[config.mk]
export PLATFORM = sky130hd
export DESIGN_NAME = segment_capture_sequencer
export DESIGN_NICKNAME = d
export VERILOG_FILES = /design/src/rtl/segment_capture_sequencer.sv
export SDC_FILE = /design/constraint.sdc
export NUM_CORES = 1
export LEC_CHECK = 0
export BUFFER_PORTS_ARGS = -buffer_cell sky130_fd_sc_hd__buf_2
export CAP_MARGIN = 0
export CELL_PAD_IN_SITES_DETAIL_PLACEMENT = 1
export CELL_PAD_IN_SITES_GLOBAL_PLACEMENT = 2
export CORE_MARGIN = 5
export CORE_UTILIZATION = 33
export CTS_CLUSTER_DIAMETER = 200
export DETAILED_ROUTE_END_ITERATION = 8
export PLACE_DENSITY = 0.91
export SKIP_LAST_GASP = 1
export SYNTH_ARGS = -nofsm -noshare
export SYNTH_HDL_FRONTEND = slang
export SYNTH_SLANG_ARGS = --single-unit
[constraint.sdc]
create_clock -name adc_clk -period 4.5 [get_ports adc_clk]
set_input_delay 0 -clock adc_clk [delete_from_list [all_inputs] [get_ports adc_clk]]
set_output_delay 0 -clock adc_clk [all_outputs]
set_load 0.03 [all_outputs]
[src/rtl/segment_capture_sequencer.sv]
// rtl/segment_capture_sequencer.sv - multi-segment ADC capture sequencer around trigger_unit
// Optional ARMED-state timeout is built when SEG_TIMEOUT_EN is defined.
module segment_capture_sequencer #(
    parameter int SEG_W  = 16,
    parameter int SAMP_W = 32,
    parameter int CYC_W  = 20
) (
    input  logic              adc_clk,
    input  logic              reset_n,
    input  logic              cmd_arm,
    input  logic [SEG_W-1:0]  num_segments,
    input  logic [SAMP_W-1:0] segment_samples,
    input  logic [CYC_W-1:0]  segment_cycles,
    input  logic [31:0]       timeout_cycles,
    input  logic              capture_go_i,
    input  logic              fifo_full_i,
    output logic              arm_o,
    output logic              capture_done_o,
    output logic              fifo_wr_o,
    output logic [SEG_W-1:0]  seg_index_o,
    output logic              done_o,
    output logic              overflow_o,
    output logic              missed_trig_o,
    output logic              timeout_o,
    output logic [2:0]        state_o
);

    localparam int CMP_W = (CYC_W > SAMP_W) ? CYC_W : SAMP_W;

    typedef enum logic [2:0] {
        S_IDLE    = 3'd0,
        S_ARMED   = 3'd1,
        S_CAPTURE = 3'd2,
        S_GAP     = 3'd3,
        S_DONE    = 3'd4
    } state_t;

    state_t             state_q, state_d;
    logic               cmd_arm_q, cmd_arm_d;
    logic [SAMP_W-1:0]  samp_cnt_q, samp_cnt_d;
    logic [CYC_W-1:0]   cyc_cnt_q, cyc_cnt_d;
    logic [SEG_W-1:0]   seg_index_q, seg_index_d;
    logic               arm_q, arm_d;
    logic               capture_done_q, capture_done_d;
    logic               fifo_wr_q, fifo_wr_d;
    logic               done_q, done_d;
    logic               overflow_q, overflow_d;
    logic               missed_q, missed_d;
    logic               timeout_q, timeout_d;

    logic [SAMP_W-1:0]  eff_samples, last_samp;
    logic [SEG_W-1:0]   eff_segments;
    logic [CYC_W-1:0]   last_cyc;
    logic               arm_rise, seg_last, back_to_back, tmo_hit;

    assign eff_samples  = (segment_samples == '0) ? SAMP_W'(1) : segment_samples;
    assign last_samp    = eff_samples - SAMP_W'(1);
    assign eff_segments = (num_segments == '0) ? SEG_W'(1) : num_segments;
    assign last_cyc     = segment_cycles - CYC_W'(1);
    assign seg_last     = (seg_index_q + SEG_W'(1)) == eff_segments;
    // A period no longer than the burst leaves no gap: segments run back to back.
    assign back_to_back = CMP_W'(segment_cycles) <= CMP_W'(eff_samples);
    // cmd_arm_q resets high so a level already high out of reset is not an edge.
    assign arm_rise     = cmd_arm && !cmd_arm_q;
    assign cmd_arm_d    = cmd_arm;

`ifdef SEG_TIMEOUT_EN
    logic [31:0] tmo_cnt_q, tmo_cnt_d;

    assign tmo_cnt_d = (state_q == S_ARMED) ? tmo_cnt_q + 32'd1 : 32'd0;
    assign tmo_hit   = (timeout_cycles != '0) && ((tmo_cnt_q + 32'd1) == timeout_cycles);

    always_ff @(posedge adc_clk or negedge reset_n) begin
        if (!reset_n) tmo_cnt_q <= '0;
        else          tmo_cnt_q <= tmo_cnt_d;
    end
`else
    logic unused_timeout;
    assign unused_timeout = ^timeout_cycles;
    assign tmo_hit        = 1'b0;
`endif

    always_comb begin
        state_d        = state_q;
        samp_cnt_d     = samp_cnt_q;
        cyc_cnt_d      = cyc_cnt_q;
        seg_index_d    = seg_index_q;
        arm_d          = 1'b0;
        capture_done_d = 1'b0;
        fifo_wr_d      = 1'b0;
        done_d         = 1'b0;
        overflow_d     = overflow_q;
        missed_d       = missed_q;
        timeout_d      = timeout_q;

        if ((state_q == S_CAPTURE || state_q == S_GAP) && capture_go_i) missed_d = 1'b1;

        case (state_q)
            S_IDLE: begin
                if (arm_rise) begin
                    state_d     = S_ARMED;
                    arm_d       = 1'b1;
                    seg_index_d = '0;
                    overflow_d  = 1'b0;
                    missed_d    = 1'b0;
                    timeout_d   = 1'b0;
                end
            end
            S_ARMED: begin
                arm_d = 1'b1;
                if (!cmd_arm) begin
                    state_d = S_IDLE;
                    arm_d   = 1'b0;
                end else if (capture_go_i) begin
                    state_d    = S_CAPTURE;
                    samp_cnt_d = '0;
                    cyc_cnt_d  = '0;
                    fifo_wr_d  = 1'b1;
                end else if (tmo_hit) begin
                    state_d        = S_DONE;
                    arm_d          = 1'b0;
                    capture_done_d = 1'b1;
                    done_d         = 1'b1;
                    timeout_d      = 1'b1;
                end
            end
            S_CAPTURE: begin
                arm_d      = 1'b1;
                samp_cnt_d = samp_cnt_q + SAMP_W'(1);
                cyc_cnt_d  = cyc_cnt_q + CYC_W'(1);
                if (!cmd_arm) begin
                    state_d = S_IDLE;
                    arm_d   = 1'b0;
                end else if (fifo_full_i) begin
                    state_d        = S_DONE;
                    arm_d          = 1'b0;
                    capture_done_d = 1'b1;
                    done_d         = 1'b1;
                    overflow_d     = 1'b1;
                end else if (samp_cnt_q == last_samp) begin
                    seg_index_d = seg_index_q + SEG_W'(1);
                    if (seg_last) begin
                        state_d        = S_DONE;
                        arm_d          = 1'b0;
                        capture_done_d = 1'b1;
                        done_d         = 1'b1;
                    end else if (segment_cycles == '0) begin
                        state_d = S_ARMED;
                    end else if (back_to_back) begin
                        samp_cnt_d = '0;
                        cyc_cnt_d  = '0;
                        fifo_wr_d  = 1'b1;
                    end else begin
                        state_d = S_GAP;
                    end
                end else begin
                    fifo_wr_d = 1'b1;
                end
            end
            S_GAP: begin
                arm_d     = 1'b1;
                cyc_cnt_d = cyc_cnt_q + CYC_W'(1);
                if (!cmd_arm) begin
                    state_d = S_IDLE;
                    arm_d   = 1'b0;
                end else if (cyc_cnt_q == last_cyc) begin
                    state_d    = S_CAPTURE;
                    samp_cnt_d = '0;
                    cyc_cnt_d  = '0;
                    fifo_wr_d  = 1'b1;
                end
            end
            S_DONE: begin
                if (!cmd_arm) state_d = S_IDLE;
                else          done_d  = 1'b1;
            end
            default: state_d = S_IDLE;
        endcase
    end

    always_ff @(posedge adc_clk or negedge reset_n) begin
        if (!reset_n) begin
            state_q        <= S_IDLE;
            cmd_arm_q      <= 1'b1;
            samp_cnt_q     <= '0;
            cyc_cnt_q      <= '0;
            seg_index_q    <= '0;
            arm_q          <= 1'b0;
            capture_done_q <= 1'b0;
            fifo_wr_q      <= 1'b0;
            done_q         <= 1'b0;
            overflow_q     <= 1'b0;
            missed_q       <= 1'b0;
            timeout_q      <= 1'b0;
        end else begin
            state_q        <= state_d;
            cmd_arm_q      <= cmd_arm_d;
            samp_cnt_q     <= samp_cnt_d;
            cyc_cnt_q      <= cyc_cnt_d;
            seg_index_q    <= seg_index_d;
            arm_q          <= arm_d;
            capture_done_q <= capture_done_d;
            fifo_wr_q      <= fifo_wr_d;
            done_q         <= done_d;
            overflow_q     <= overflow_d;
            missed_q       <= missed_d;
            timeout_q      <= timeout_d;
        end
    end

    assign arm_o          = arm_q;
    assign capture_done_o = capture_done_q;
    assign fifo_wr_o      = fifo_wr_q;
    assign seg_index_o    = seg_index_q;
    assign done_o         = done_q;
    assign overflow_o     = overflow_q;
    assign missed_trig_o  = missed_q;
    assign timeout_o      = timeout_q;
    assign state_o        = state_q;

endmodule

### Word level (Yosys, flattened, before mapping)

Index checks and enable logic that the tools add are counted.

| cells by class | value |
|---|---|
| eq/ne operators | 21 |
| $add $sub $neg | 5 |
| $mul | 0 |
| $lt $le $gt $ge | 1 |
| multiplexer cells | 73 |
| bitwise gates (word level) | 0 |
| div/mod/pow operators | 0 |
| reduce and logical (&&, ||, !) cells | 16 |
| shifts and indexed selects | 0 |

Operator list:

| cell | count |
|---|---|
| $mux W32 | 11 |
| $mux W20 | 10 |
| $pmux W32 S3 | 1 |
| $mux W16 | 5 |
| $pmux W20 S3 | 1 |
| $mux W3 | 12 |
| $add A32 B1 Y32 const B | 1 |
| $eq A32 B32 Y1 | 1 |
| $le A20 B32 Y1 | 1 |
| $logic_not A32 Y1 | 1 |
| $pmux W16 S2 | 1 |
| $sub A32 B1 Y32 const B | 1 |
| $mux W1 | 27 |
| $add A20 B1 Y20 const B | 1 |
| $eq A20 B20 Y1 | 1 |
| $logic_not A20 Y1 | 1 |
| $sub A20 B1 Y20 const B | 1 |
| $add A16 B1 Y16 const B | 1 |
| $eq A16 B16 Y1 | 1 |
| $logic_not A16 Y1 | 1 |
| $ne A2 B2 Y1 const B | 8 |
| $pmux W3 S5 | 1 |
| $reduce_and A5 Y1 | 2 |
| $eq A3 B2 Y1 const B | 2 |
| other kinds (19) | 23 |

| storage, ports and cells | value |
|---|---|
| latch bits | 0 |
| output and inout port bits | 26 |
| ROM bits | 0 |
| RAM bits | 0 |
| input bits | 105 |
| register bits after elaboration | 78 |
| memories | 0 |
| word-level logic and storage cells | 127 |

### Longest topological paths before layout

| depth | value |
|---|---|
| word-level depth | 10 |
| gate-level depth with buffers | 20 |
| gate-level depth less buffers | 15 |

### Worst setup path after synthesis

OpenSTA, ideal clock, no wires.

| timing path | value |
|---|---|
| kind | in2reg |
| start point | input port segment_samples[0] |
| end point | register samp_cnt_q[2] |
| library setup time | 133 ps |
| setup slack | 297 ps |
| path buffers | 3 |
| stages on the path | 18 |
| arrival | 4071 ps |
| data required time | 4367 ps |
| path through | or4_4 > or2_4 > nor4_4 > nor2_1 > ha_1 > nor3b_1 > nand4b_1 > clkbuf_1 > o21a_1 > o22ai_1 > nor4_1 > or4b_1 > or4_4 > o31a_1 > buf_6 > buf_2 > a21oi_1 > mux2i_1 |

| on the way | value |
|---|---|
| cells in the longest elaborated chain, start to end | 10 |
| elaborated cells between the ends (all ways) | 12 |
| classes of those cells | add/sub: 1; order compare: 1; eq/ne: 1; mux: 8; reduce/logical: 1 |

Ends and longest elaborated chain:

| item | line | source |
|---|---|---|
| start, declared | 12 | `input logic [SAMP_W-1:0] segment_samples,` |
| $logic_not A32 Y1 | 56 | `assign eff_samples = (segment_samples == '0) ? SAMP_W'(1) : segment_samples;` |
| $mux W32 (*) | 56 |  |
| branches (longest 4 deep; another with $sub A32 B1 Y32) | - |  |
| $mux W32 (*) | 140 | `end else if (samp_cnt_q == last_samp) begin` |
| $mux W32 (*) | 134 | `end else if (fifo_full_i) begin` |
| $mux W32 (*) | 131 | `if (!cmd_arm) begin` |
| $pmux W32 S3 (*) | 98 | `case (state_q)` |
| end signal, assigned | 198 | `samp_cnt_q <= samp_cnt_d;` |
| end, declared | 40 | `logic [SAMP_W-1:0] samp_cnt_q, samp_cnt_d;` |

Every way passes the cells marked *.
A chain may end at the register's enable or synchronous reset.

### Final worst setup path

| timing path | value |
|---|---|
| start point | input port segment_samples[0] |
| end point | register cyc_cnt_q[18] |

| on the way | value |
|---|---|
| cells in the longest elaborated chain, start to end | 10 |
| elaborated cells between the ends (all ways) | 12 |
| classes of those cells | add/sub: 1; order compare: 1; eq/ne: 1; mux: 8; reduce/logical: 1 |

Ends and longest elaborated chain:

| item | line | source |
|---|---|---|
| $logic_not A32 Y1 | 56 |  |
| $mux W32 (*) | 56 |  |
| branches (longest 4 deep; another with $sub A32 B1 Y32) | - |  |
| $mux W20 (*) | 140 |  |
| $mux W20 (*) | 134 |  |
| $mux W20 (*) | 131 |  |
| $pmux W20 S3 (*) | 98 |  |
| end signal, assigned | 199 | `cyc_cnt_q <= cyc_cnt_d;` |
| end, declared | 41 | `logic [CYC_W-1:0] cyc_cnt_q, cyc_cnt_d;` |

Marked as above.

==> impl_metrics.csv <==
group,metric,value,unit
outcome,status,"completed",
global_route,grt_pass1_vias,7851,
synthesis,synth_area_leaders,"dfrtp_1 (26%), xnor2_1 (8.8%), xor2_1 (4.9%)",
finish,layout_commonest_cell,"buf_2",
power_and_ir_drop,p_seq_share,35.0,%
cts,cts_root_buf,"clkbuf_16",
timing,setup_ws,0.2527,ns
power_and_ir_drop,p_int,1.474,mW
placement,port_buffers,97,
setup_path,arrival,4.45,ns
timing,hold_viol,0,
placement,gp_routability_congestion,0.9133,
finish,antenna_cells,0,
power_and_ir_drop,power_switching,0.9249,mW
finish,utilization,39.41,%
power_and_ir_drop,power_frac_comb,33.5,%
routing,wl_per_cell,18.62,um
global_route,use_met2,32.10,%
synthesis,yosysTopAreaCell,"dfrtp_1",
synthesis,synth-seq-area-share,26.55,%
timing,setup_viol,0,
global_route,grt_pass1_wl,40980,um
setup_path,start_kind,"input port",
routing,via_count,7429,
finish,layout_common_cells,"buf_2 (96), nor2_1 (94), nand2_1 (85), dfrtp_1 (77), xnor2_1 (74)",
synthesis,synthesis.area,0.007356,mm2
cts,clk_pin_slew,0.06,ns
synthesis,synth_nets,1061,
power_and_ir_drop,netSwitchingFraction,38.55,%
synthesis,yosysWarnings,0,
routing,drtPass1Iterations,4,
synthesis,ys.flop_type,"dfrtp_1",
power_and_ir_drop,p_leak,3.685,nW
synthesis,async_flop_share,100.0,%
floorplan,initial_utilization,33.60,%
finish,final_area,0.008627,mm2
synthesis,synth.distinct_cells,81,
cts,cts_inserted_buffers,9,
setup_path,crit_path_end_kind,"flip-flop",
cts,cts_tree,"yes",
power_and_ir_drop,powerDensity,278.1,mW/mm2
global_route,overflow,0,
synthesis,synth-seq-cells,78,
global_route,antenna_found_initial,0,
timing,fmax,235.4,MHz
global_route,grt_start_max_net_pins,51,
finish,syn2layout_area_growth,17.28,%
timing,holdWs,0.1242,ns
synthesis,avgSynthCellArea,7.909,um2
timing,rsz0062_at_grt,"no",
global_route,grt_most_used_layer,"met2",
placement,dp_hpwl,19210,um
power_and_ir_drop,ir_worst_vdd,0.2174,mV
finish,final_nets,1165,
routing,routed_wl,24570,um
placement,dpl_worst_slack,-0.05532,ns
setup_path,r2r_slack,0.60,ns
timing,fin_crit,4.247,ns
routing,drc,0,
cts,h-tree-depth,3,
routing,initialDrtViolationCount,338,
cts,clk_latency,0.35,ns
cts,cts_sinks,78,
routing,vias_per_cell,5.632,
floorplan,die_w,159.3,um
setup_path,required,4.71,ns
floorplan,rows,54,
synthesis,synth-edff-count,0,
cts,clockBufferDepth,2,
finish,drive_gt1_share,17.61,%
placement,place_area,0.008280,mm2
synthesis,netlist.area_leader.share,26.19,%
timing,worst_slew_pin_slew,0.8713,ns
synthesis,synthCells,930,
setup_path,worstRegToRegCells,10,
timing,slew_headroom,41.60,%
global_route,globalRouteMet1Util,25.87,%
setup_path,r2r_start,"cyc_cnt_q[6]$_DFFE_PN0P_",
global_route,use_met3,3.236,%
flow_run,drv_cap,0,
placement,placed_cells,1299,
setup_path,rr_endpoint,"samp_cnt_q[8]$_DFFE_PN0P_",
setup_path,crit_path_max_fanout,21,
timing,skew,0.009110,ns
floorplan,io_pins,131,
timing,min_period_over_period,94.38,%
routing,postRouteAntennaNets,0,
floorplan,die_h,159.3,um
setup_path,critical_path_class,"in -> reg",
global_route,grt.total_usage,19.25,%
floorplan,core,0.02189,mm2
finish,fin_cells,1319,
timing,slew_violations,0,
power_and_ir_drop,clkPwrFrac,31.5,%
min_path,hp-class,"in -> async",
floorplan,dieArea,0.02538,mm2
## cells in the mapped netlist, drive strengths merged (4+ instances only)
master,n
nor2,97
nand2,86
dfrtp,77
xnor2,74
nand3,44
o21ai,44
nor3,41
xor2,41
inv,36
nor4,34
clkbuf,31
a21oi,29
ha,26
and3,23
nand4,20
o211ai,18
buf,16
nor2b,16
or4,14
a21o,12
nand2b,12
o22ai,10
a31oi,9
a211o,8
and4,8
mux2i,8
nand3b,8
or2,8
and2,6
nor3b,6
o31ai,6
a22o,5
nand4b,5
a211oi,4
a41oi,4
o2111ai,4
o31a,4
or3,4
## worst max path at each step
stage,end,slack (ns),from,cells after the start
floorplan,samp_cnt_q[2]$_DFFE_PN0P_,0.30,segment_samples[0],18
global placement,cyc_cnt_q[17]$_DFFE_PN0P_,0.07,segment_samples[0],17
detailed placement,cyc_cnt_q[10]$_DFFE_PN0P_,-0.06,segment_samples[0],18
CTS,cyc_cnt_q[18]$_DFFE_PN0P_,0.29,segment_samples[0],18
global route,cyc_cnt_q[18]$_DFFE_PN0P_,0.007,segment_samples[0],17
finish,cyc_cnt_q[18]$_DFFE_PN0P_,0.25,segment_samples[0],18
## power by group through the flow
stage / Clock, mW / Sequential (mW) / Combinational (mW)
after floorplan: 0 / 0.852 / 0.491
after global placement: 0 / 0.851 / 0.787
after detailed placement: 0 / 0.851 / 0.803
after CTS: 0.778 / 0.838 / 0.810
after global routing: 0.808 / 0.852 / 0.884
final: 0.756 / 0.839 / 0.804
## routing by layer
metal / wire [um] / part of all wire [%]
met5: 0 / 0
met2: 11540 / 47
met1: 11520 / 47
met4: 491 / 2.0
met3: 1015 / 4.1
## repair_timing
action,4_1_cts,5_1_grt
hold buffers,4,0
endpoints found under the hold margin,32,0
endpoints found under the setup margin,0,3
resized for setup,0,1
setup buffers,0,0
## critical path, cell delays in order
cell and delay [ns]:
buf_2 0.11, or4_4 0.52, or2_4 0.26, nor4_4 0.30
nor2_1 0.10, ha_1 0.28, nor3b_2 0.19, nand4b_1 0.20
buf_4 0.19, o31a_1 0.13, o21ai_0 0.09, a31o_2 0.21
a211o_1 0.26, or4_4 0.57, o31a_1 0.34, buf_4 0.23
nor2_4 0.27, o211ai_1 0.17
## layout make-up
| cell class | instances | area [um2] |
|---|---|---|
| well taps | 280 | 350.3 |
| fillers | 2765 | 13260 |
| clock buffers | 11 | 242.7 |
| inverters | 36 | 135.1 |
| clock inverters | 5 | 58.81 |
| flip-flops and latches | 78 | 1953 |
| repair buffers | 140 | 833.3 |
| multi-input cells | 769 | 5054 |
## kinds of logic after synthesis
| logic type | Yosys count | synth area share (%) |
|---|---|---|
| buf+inv | 83 | 4.882 |
| flops | 78 | 26.55 |
| compound gates | 179 | 16.70 |
| xor+xnor | 115 | 13.69 |
| fa+ha+maj | 26 | 4.422 |
| other cells | 1 | 0.05098 |
| simple gates | 440 | 32.61 |
| mux | 8 | 1.089 |
## through the flow
stage          power, mW  setup TNS (ns)
6_report           2.399               0
5_1_grt            2.544               0
4_1_cts            2.427               0
3_5_place_dp       1.655         -0.4702
3_3_place_gp       1.638               0
2_1_floorplan      1.343               0
## registers in the layout, summed over array words and instances (netlist names)
name and cells:
samp_cnt_q 32, cyc_cnt_q 20, seg_index_o 16, state_o 3
arm_o 1, capture_done_o 1, cmd_arm_q 1, done_o 1
fifo_wr_o 1, missed_trig_o 1, overflow_o 1
(Power assumes the default switching activity.)
